**config.mk**
```make
export PLATFORM = sky130hd
export DESIGN_NAME = spi_slave_responder
export DESIGN_NICKNAME = d
export VERILOG_FILES = /design/src/rtl/spi_slave_responder.sv
export SDC_FILE = /design/constraint.sdc
export NUM_CORES = 1
export LEC_CHECK = 0
export ABC_AREA = 1
export BUFFER_PORTS_ARGS = -buffer_cell sky130_fd_sc_hd__buf_4
export CORE_ASPECT_RATIO = 1.2
export CORE_MARGIN = 2
export CORE_UTILIZATION = 60
export CTS_CLUSTER_DIAMETER = 100
export DETAILED_ROUTE_END_ITERATION = 8
export PLACE_DENSITY = 0.86
export SYNTH_ARGS = -nofsm -noshare
export SYNTH_HDL_FRONTEND = slang
export SYNTH_SLANG_ARGS = --single-unit
```
**constraint.sdc**
```tcl
create_clock -name clk_i -period 3.15 [get_ports clk_i]
set_input_delay 0.315 -clock clk_i [delete_from_list [all_inputs] [get_ports clk_i]]
set_output_delay 0.315 -clock clk_i [all_outputs]
set_load 0.005 [all_outputs]
```
**src/rtl/spi_slave_responder.sv**
```systemverilog
// SPI responder: oversampled SCLK/CS/MOSI, one-entry TX holding register, per-word RX handshake.
// Optional sticky TX underrun flag enabled by defining SPI_SLAVE_UNDERRUN_EN.
module spi_slave_responder #(
    parameter int unsigned       DATA_W      = 8,
    parameter int unsigned       SYNC_STAGES = 2,
    parameter logic [DATA_W-1:0] FILL_WORD   = 8'hFF
) (
    input  logic              clk_i,
    input  logic              rst_i,
    input  logic              sclk_i,
    input  logic              cs_n_i,
    input  logic              mosi_i,
    output logic              miso_o,
    output logic              miso_oe_o,
    input  logic [DATA_W-1:0] tx_data_i,
    input  logic              tx_valid_i,
    output logic              tx_ready_o,
    output logic [DATA_W-1:0] rx_data_o,
    output logic              rx_valid_o,
    output logic              busy_o,
    output logic [7:0]        byte_cnt_o,
    output logic              tx_underrun_o
);

    localparam int unsigned CNT_W = $clog2(DATA_W + 1);

    typedef enum logic [1:0] {StIdle, StLoad, StShift, StDone} state_e;

    state_e state_q, state_d;

    logic [SYNC_STAGES-1:0] sclk_sync_q, cs_sync_q, mosi_sync_q;
    logic                   sclk_hist_q, cs_hist_q;
    logic                   sclk_s, cs_s, mosi_s;
    logic                   sclk_rise, sclk_fall, cs_rise, cs_fall;

    logic [DATA_W-1:0] tx_shift_q, rx_shift_q, rx_data_q, hold_q;
    logic              hold_full_q, miso_q, rx_valid_q;
    logic [CNT_W-1:0]  bit_cnt_q;
    logic [7:0]        byte_cnt_q;
    logic              tx_write, is_load;

    always_ff @(posedge clk_i or negedge rst_i) begin
        if (!rst_i) begin
            sclk_sync_q <= '0;
            cs_sync_q   <= '1;
            mosi_sync_q <= '0;
            sclk_hist_q <= 1'b0;
            cs_hist_q   <= 1'b1;
        end else begin
            sclk_sync_q <= {sclk_sync_q[SYNC_STAGES-2:0], sclk_i};
            cs_sync_q   <= {cs_sync_q[SYNC_STAGES-2:0], cs_n_i};
            mosi_sync_q <= {mosi_sync_q[SYNC_STAGES-2:0], mosi_i};
            sclk_hist_q <= sclk_sync_q[SYNC_STAGES-1];
            cs_hist_q   <= cs_sync_q[SYNC_STAGES-1];
        end
    end

    assign sclk_s    = sclk_sync_q[SYNC_STAGES-1];
    assign cs_s      = cs_sync_q[SYNC_STAGES-1];
    assign mosi_s    = mosi_sync_q[SYNC_STAGES-1];
    assign sclk_fall = ~sclk_s & sclk_hist_q;
    // A coincident rise is treated as a glitch; the fall wins.
    assign sclk_rise = sclk_s & ~sclk_hist_q & ~sclk_fall;
    assign cs_fall   = ~cs_s & cs_hist_q;
    assign cs_rise   = cs_s & ~cs_hist_q;

    assign tx_write = tx_valid_i & ~hold_full_q;
    assign is_load  = (state_q == StLoad);

    always_ff @(posedge clk_i or negedge rst_i) begin
        if (!rst_i) state_q <= StIdle;
        else        state_q <= state_d;
    end

    always_comb begin
        state_d = state_q;
        case (state_q)
            StIdle:  if (cs_fall) state_d = StLoad;
            StLoad:  state_d = cs_rise ? StIdle : StShift;
            StShift: begin
                if (cs_rise) begin
                    state_d = StIdle;
                end else if (sclk_fall && bit_cnt_q == CNT_W'(DATA_W - 1)) begin
                    state_d = StDone;
                end
            end
            StDone:  state_d = cs_rise ? StIdle : StLoad;
            default: state_d = StIdle;
        endcase
    end

    always_comb begin
        busy_o     = (state_q != StIdle);
        miso_oe_o  = busy_o;
        miso_o     = busy_o & miso_q;
        tx_ready_o = ~hold_full_q;
        rx_data_o  = rx_data_q;
        rx_valid_o = rx_valid_q;
        byte_cnt_o = byte_cnt_q;
    end

    always_ff @(posedge clk_i or negedge rst_i) begin
        if (!rst_i) begin
            tx_shift_q  <= '0;
            rx_shift_q  <= '0;
            rx_data_q   <= '0;
            hold_q      <= '0;
            hold_full_q <= 1'b0;
            miso_q      <= 1'b0;
            rx_valid_q  <= 1'b0;
            bit_cnt_q   <= '0;
            byte_cnt_q  <= '0;
        end else begin
            rx_valid_q <= (state_q == StDone);
            // LOAD sees the pre-write holding state; a same-cycle write is kept for the next word.
            if (tx_write) begin
                hold_q      <= tx_data_i;
                hold_full_q <= 1'b1;
            end else if (is_load) begin
                hold_full_q <= 1'b0;
            end
            case (state_q)
                StIdle: if (cs_fall) byte_cnt_q <= '0;
                StLoad: begin
                    tx_shift_q <= hold_full_q ? hold_q : FILL_WORD;
                    bit_cnt_q  <= '0;
                end
                StShift: begin
                    if (sclk_fall) begin
                        rx_shift_q <= {rx_shift_q[DATA_W-2:0], mosi_s};
                        bit_cnt_q  <= bit_cnt_q + 1'b1;
                    end else if (sclk_rise) begin
                        miso_q     <= tx_shift_q[DATA_W-1];
                        tx_shift_q <= {tx_shift_q[DATA_W-2:0], 1'b0};
                    end
                end
                StDone: begin
                    rx_data_q <= rx_shift_q;
                    if (byte_cnt_q != 8'hFF) byte_cnt_q <= byte_cnt_q + 8'd1;
                end
                default: ;
            endcase
        end
    end

`ifdef SPI_SLAVE_UNDERRUN_EN
    logic underrun_q;

    always_ff @(posedge clk_i or negedge rst_i) begin
        if (!rst_i) begin
            underrun_q <= 1'b0;
        end else if (is_load && !hold_full_q) begin
            underrun_q <= 1'b1;
        end else if (tx_write && state_q == StIdle) begin
            underrun_q <= 1'b0;
        end
    end

    assign tx_underrun_o = underrun_q;
`else
    assign tx_underrun_o = 1'b0;
`endif

endmodule
```
### Yosys cells after proc, flatten, opt, wreduce, memory -nomap -nowiden

Cells that the tools add are included.
Widths: inputs -> output; s select.

* add/subtract/negate cells: 2
* equality and inequality tests: 11
* mux-type cells: 17
* bitwise operators: 13
* reductions and logical operators: 12

Operator list (count)
* $mux 8: 5
* $pmux 8 s2: 2
* $reduce_and 3->1: 3
* $add 8x1->8 const B: 1
* $mux 2: 4
* $ne 2x2->1 const B: 4
* $ne 8x8->1 const B: 1
* $pmux 2 s4: 1
* $pmux 4 s2: 1
* $reduce_bool 2->1: 4
* $and 1x1->1: 7
* $not 1->1: 6
* $reduce_and 2->1: 3
* $add 4x1->4 const B: 1
* $eq 2x2->1 const B: 2
* $eq 4x3->1 const B: 1
* $mux 4: 1
* $mux 1: 3
* $ne 3x3->1 const B: 1
* $eq 2x1->1 const B: 1
* $logic_not 2->1: 1
* $ne 2x1->1 const B: 1
* $logic_and 1x1->1: 1

* register bits: 57
* input bits: 14
* output and inout bits: 22
* logic and storage cells: 70

### Longest topological paths before layout

* depth after elaboration: 7
* mapped depth: 8
* mapped depth without buffers: 8

### Worst setup path before layout

No wires, ideal clock.

* kind: register to register
* start: register byte_cnt_q[0], in the netlist byte_cnt_o[0]
* end: register byte_cnt_q[4], in the netlist byte_cnt_o[4]
* setup time: 0.123 ns
* arrival time: 1.097 ns
* required time: 3.027 ns
* slack: 1.930 ns
* cell stages (with the launch flop): 8
* buffers on the path: 0
* period minus slack after synthesis: 1.220 ns
* path through: dfrtp_1 > ha_1 > nand3_1 > nor2_4 > nand2_2 > nand2_4 > nand2_1 > nand2_1

* word-level cells in the longest chain between the ends: 3
* elaborated cells on any way between the ends: 6
* those cells by class: add/sub: 1; eq/ne: 2; mux: 2; reduce/logical: 1

RTL lines
* start: declaration: RTL line 39 `logic [7:0] byte_cnt_q;`
* start signal: assignment: RTL line 139 `if (byte_cnt_q != 8'hFF) byte_cnt_q <= byte_cnt_q + 8'd1;`
* $add 8x1->8 or $ne 8x8->1 (tied branches): RTL line 139
* $mux 8 or $ne 2x1->1 (tied branches)
* $pmux 8 s2 or $reduce_and 3->1 (tied branches)

Parallel ways exist; a longest one is shown, timed or not. The select of a mux whose other input is x is not followed.
A chain may end at the register's enable or synchronous reset.

### Final worst setup path

* start: register state_q[1]
* end: register byte_cnt_q[2], in the netlist byte_cnt_o[2]

* word-level cells in the longest chain between the ends: 3
* elaborated cells on any way between the ends: 7
* those cells by class: eq/ne: 3; mux: 1; reduce/logical: 3

RTL lines
* start: declaration: RTL line 29 `state_e state_q, state_d;`
* start signal: assignment: RTL line 71 `if (!rst_i) state_q <= StIdle;`
* start signal: assignment: RTL line 72 `else state_q <= state_d;`
* $eq 2x2->1 or $logic_not 2->1 (tied branches): RTL line 122 `case (state_q)`
* $ne 2x1->1 (no line) (tied with other cells)
* $reduce_and 3->1 (no line)

Parallel ways exist; a longest one is shown, timed or not.

==> impl_summary.txt <==
----------------------------------------------------
[Critical path]
  Critical path data required time ... 3.42 ns
  Largest stage delay, worst path ... 0.45 ns
  Biggest fanout along the worst timing path ... 20
  Kind of start point of the critical path ... register
  Worst path slowest cell ... sky130_fd_sc_hd__dfrtp_1
  List of cells traversed by the critical path ... nand2_1, nor2_1, nand2_2, nand2_4, nand2_1, nand2_1
  Most common cell on crit path ... sky130_fd_sc_hd__nand2_1
  Worst endpoint data arrival time ... 1.82 ns
  Critical path endpoint category ... register
  Kind of critical path ... reg2reg

[Synth]
  Mapped Avg Cell Area ... 9.26 um2
  Synthesized instance count ... 271
  Proportion of synthesized flip-flops having asynchronous set or reset ... 100%
  Post-synthesis sequential element count ... 57
  Sequential share of the synthesized area ... 57.0%
  Count of yosys warnings during synthesis ... 0
  Number of distinct library cells after synthesis ... 29
  Area of the mapped netlist ... 2510 um2
  EDFF count, synth ... 0
  Dominant synthesized flop cell ... sky130_fd_sc_hd__dfrtp_1
  Nets in the synthesized netlist ... 287

[Finish]
  Summed area of non-filler cells in the final layout ... 2980 um2
  Synthesis-to-layout area growth ... 18.6%
  Layout Cells excl Fill ... 366
  Fraction of layout cells with a size suffix above 1 ... 24.0%
  Net count, final ... 324
  Antenna diode instance count ... 0

[Timing]
  Minimum clock period ... 1.54 ns
  Total Neg Setup Slack ... 0 ns
  Setup-failing EPs final ... 0
  Share of the cycle needed by the critical path after routing ... 49.0%
  Headroom to the max-slew limit ... 55.2%
  Largest clock skew in the final design ... 0.00482 ns
  Final-report max-slew violation count ... 0
  Highest clock rate ... 0.648 GHz
  Pin slew with the least headroom to its limit ... 0.672 ns
  Unrepaired setup endpoints after global routing ... no
  Number of failing hold endpoints at the final stage ... 0

[Global routing]
  GRT Resource Usage Total ... 21.9%
  Number of antenna violations at the first check in global routing ... 0
  Pin count of the biggest net entering global routing ... 58
  Overall overflow remaining after global route ... 0
  Via count of the first global-routing pass ... 1834
  Global-route wire length before repair ... 7.62 mm

[Die]
  Area of the core ... 3970 um2
  Number of primary I/O pins ... 36
  FP Rows ... 25
  Starting density of the core ... 63.2%
  DIE AREA ... 4720 um2
  Vertical die dimension ... 74.9 um
  Width of the die ... 63.0 um

[Clocking]
  Hold buffer count at cts ... 0
  Number of buffers created by CTS ... 9
  Number of H-tree branching levels ... 3
  Post_cts resized ... 0
  Clock transition at path regs ... 0.06 ns
  Maximum root-to-sink buffer count ... 2
  Clock Sinks ... 57
  CTS tree ... yes
  Clock root buffer master ... sky130_fd_sc_hd__clkbuf_8
  Post-CTS setup buffer count ... 0
  Later-pin clock latency in the skew report ... 0.33 ns

[Power and ir drop]
  Worst vdd ir ... 0.611 mV
  Leak Pwr ... 1.49 nW
  Pwr Density ... 873 nW/um2

[Route]
  Post-route DRC violation count ... 0
  Total routed wirelength ... 4.44 mm
  Detailed-router iteration count before antenna repair ... 4
  Final ANT Viol Nets ... 0
  DR vias ... 1866
  Detailed-route wire length per cell ... 12.1 um
  Avg Vias per Cell ... 5.10
  Starting DRT DRC Count ... 79

[Place]
  HPWL Detailed ... 3.06 mm
  Number of I/O port buffers ... 34
  Instance count after placement with tap cells included ... 351
  Weighted congestion reported at the end of routability-driven placement ... 0.849
  Placed standard-cell area ... 2760 um2

[Min path]
  Hold/Removal Path Class ... in2async

[Status]
  Status ... complete, no violations

[Run]
  Reported max-cap violation count ... 0

----------------------------------------------------
## kinds of logic after synthesis
family | count (synthesis) | synth area share, %
and+or+nand+nor | 111 | 19.9
DFF | 57 | 57.0
AOI/OAI and AO/OA | 49 | 10.3
buffers and inverters | 43 | 8.02
muxes | 8 | 3.59
adders and majority gates | 2 | 0.997
other | 1 | 0.149
## flip-flops by register name, indices dropped and copies added, names as in the netlist
name,count
byte_cnt_o,8
cs_sync_q,2
sclk_sync_q,2
miso_q,1
sclk_hist_q,1
hold_full_q,1
mosi_sync_q,2
state_q,2
tx_shift_q,8
hold_q,8
rx_valid_o,1
rx_data_o,8
bit_cnt_q,4
cs_hist_q,1
rx_shift_q,8
## power by group
| part | switching (mW) | internal [mW] | total [mW] |
|---|---|---|---|
| Clock | 0.268 | 0.446 | 0.714 |
| Combinational | 0.471 | 0.330 | 0.800 |
| Sequential | 0.125 | 0.959 | 1.08 |
| Total | 0.864 | 1.73 | 2.60 |
## cell usage after synthesis, drive strengths merged (2+ instances only)
library cell  number  area (um2)
o21ai             44         231
buf                6        60.1
inv               33         124
dfrtp             54        1350
nor2              18        91.3
dfstp              3        78.8
a21oi              4        20.0
clkinv             2        8.75
ha                 2        25.0
clkbuf             2        8.75
nand2             79         324
mux2               8        90.1
nand3             12        72.6
## critical path: cells and delay by family, from the launching register on
family | cells | cell delay (ns)
flip-flops | 1 | 0.45
AND/OR/NAND/NOR | 6 | 1.02
## placed cells by master, fill, tap and decap left out, drive strengths merged
master | synthesis | final
nand2 | 79 | 79
dfrtp | 54 | 54
o21ai | 44 | 44
buf | 6 | 34
inv | 33 | 33
nor2 | 18 | 18
clkbuf | 2 | 13
nand3 | 12 | 12
mux2 | 8 | 8
a21oi | 4 | 4
dfstp | 3 | 3
clkinv | 2 | 3
ha | 2 | 2
nand4 | 1 | 1
o21bai | 1 | 1
or2 | 1 | 1
conb | 1 | 1
bufinv | 0 | 1
## path summary, 6_finish.rpt
kind / from / end / slack (ns) / cells past startpoint
max: state_q[1] / byte_cnt_o[2] / 1.61 / 6
min: rst_i / tx_shift_q[5] / 0.03 / 1
max reg2reg: state_q[1] / byte_cnt_o[2] / 1.61 / 6
min reg2reg: mosi_sync_q[0] / mosi_sync_q[1] / 0.35 / 0
max in group asynchronous: rst_i / rx_shift_q[1] / 2.69 / 1
min in group clk_i: sclk_i / sclk_sync_q[0] / 0.09 / 1
## metrics by stage
step	hold WS [ns]	utilization, %	setup slack (ns)	total power, mW
floorplan	0.0194	-	1.93	1.68
global placement	0.333	69.6	1.70	1.85
detailed placement	0.344	69.6	1.61	1.90
CTS	0.0463	75.0	1.60	2.62
global route	0.0735	75.0	1.39	2.78
finish	0.0306	75.0	1.61	2.60
## per-layer routing
layer  global-route usage (%)  vias up  share of wire [%]
met3                     4.78       10                4.2
met5                        0        -                  0
met2                     39.1       41                 51
li1                         -      930                  -
met1                     23.3      885                 42
met4                     16.0        0                2.8
## cell type report
cell class | count | area (um2)
multi-input combinational | 171 | 878
timing repair buffer | 34 | 255
inverter | 35 | 133
fill | 288 | 995
clock inverter | 2 | 35.0
sequential | 57 | 1430
tap | 54 | 67.6
clock buffer | 13 | 179
Note: power is estimated with default switching activity, not from simulation.
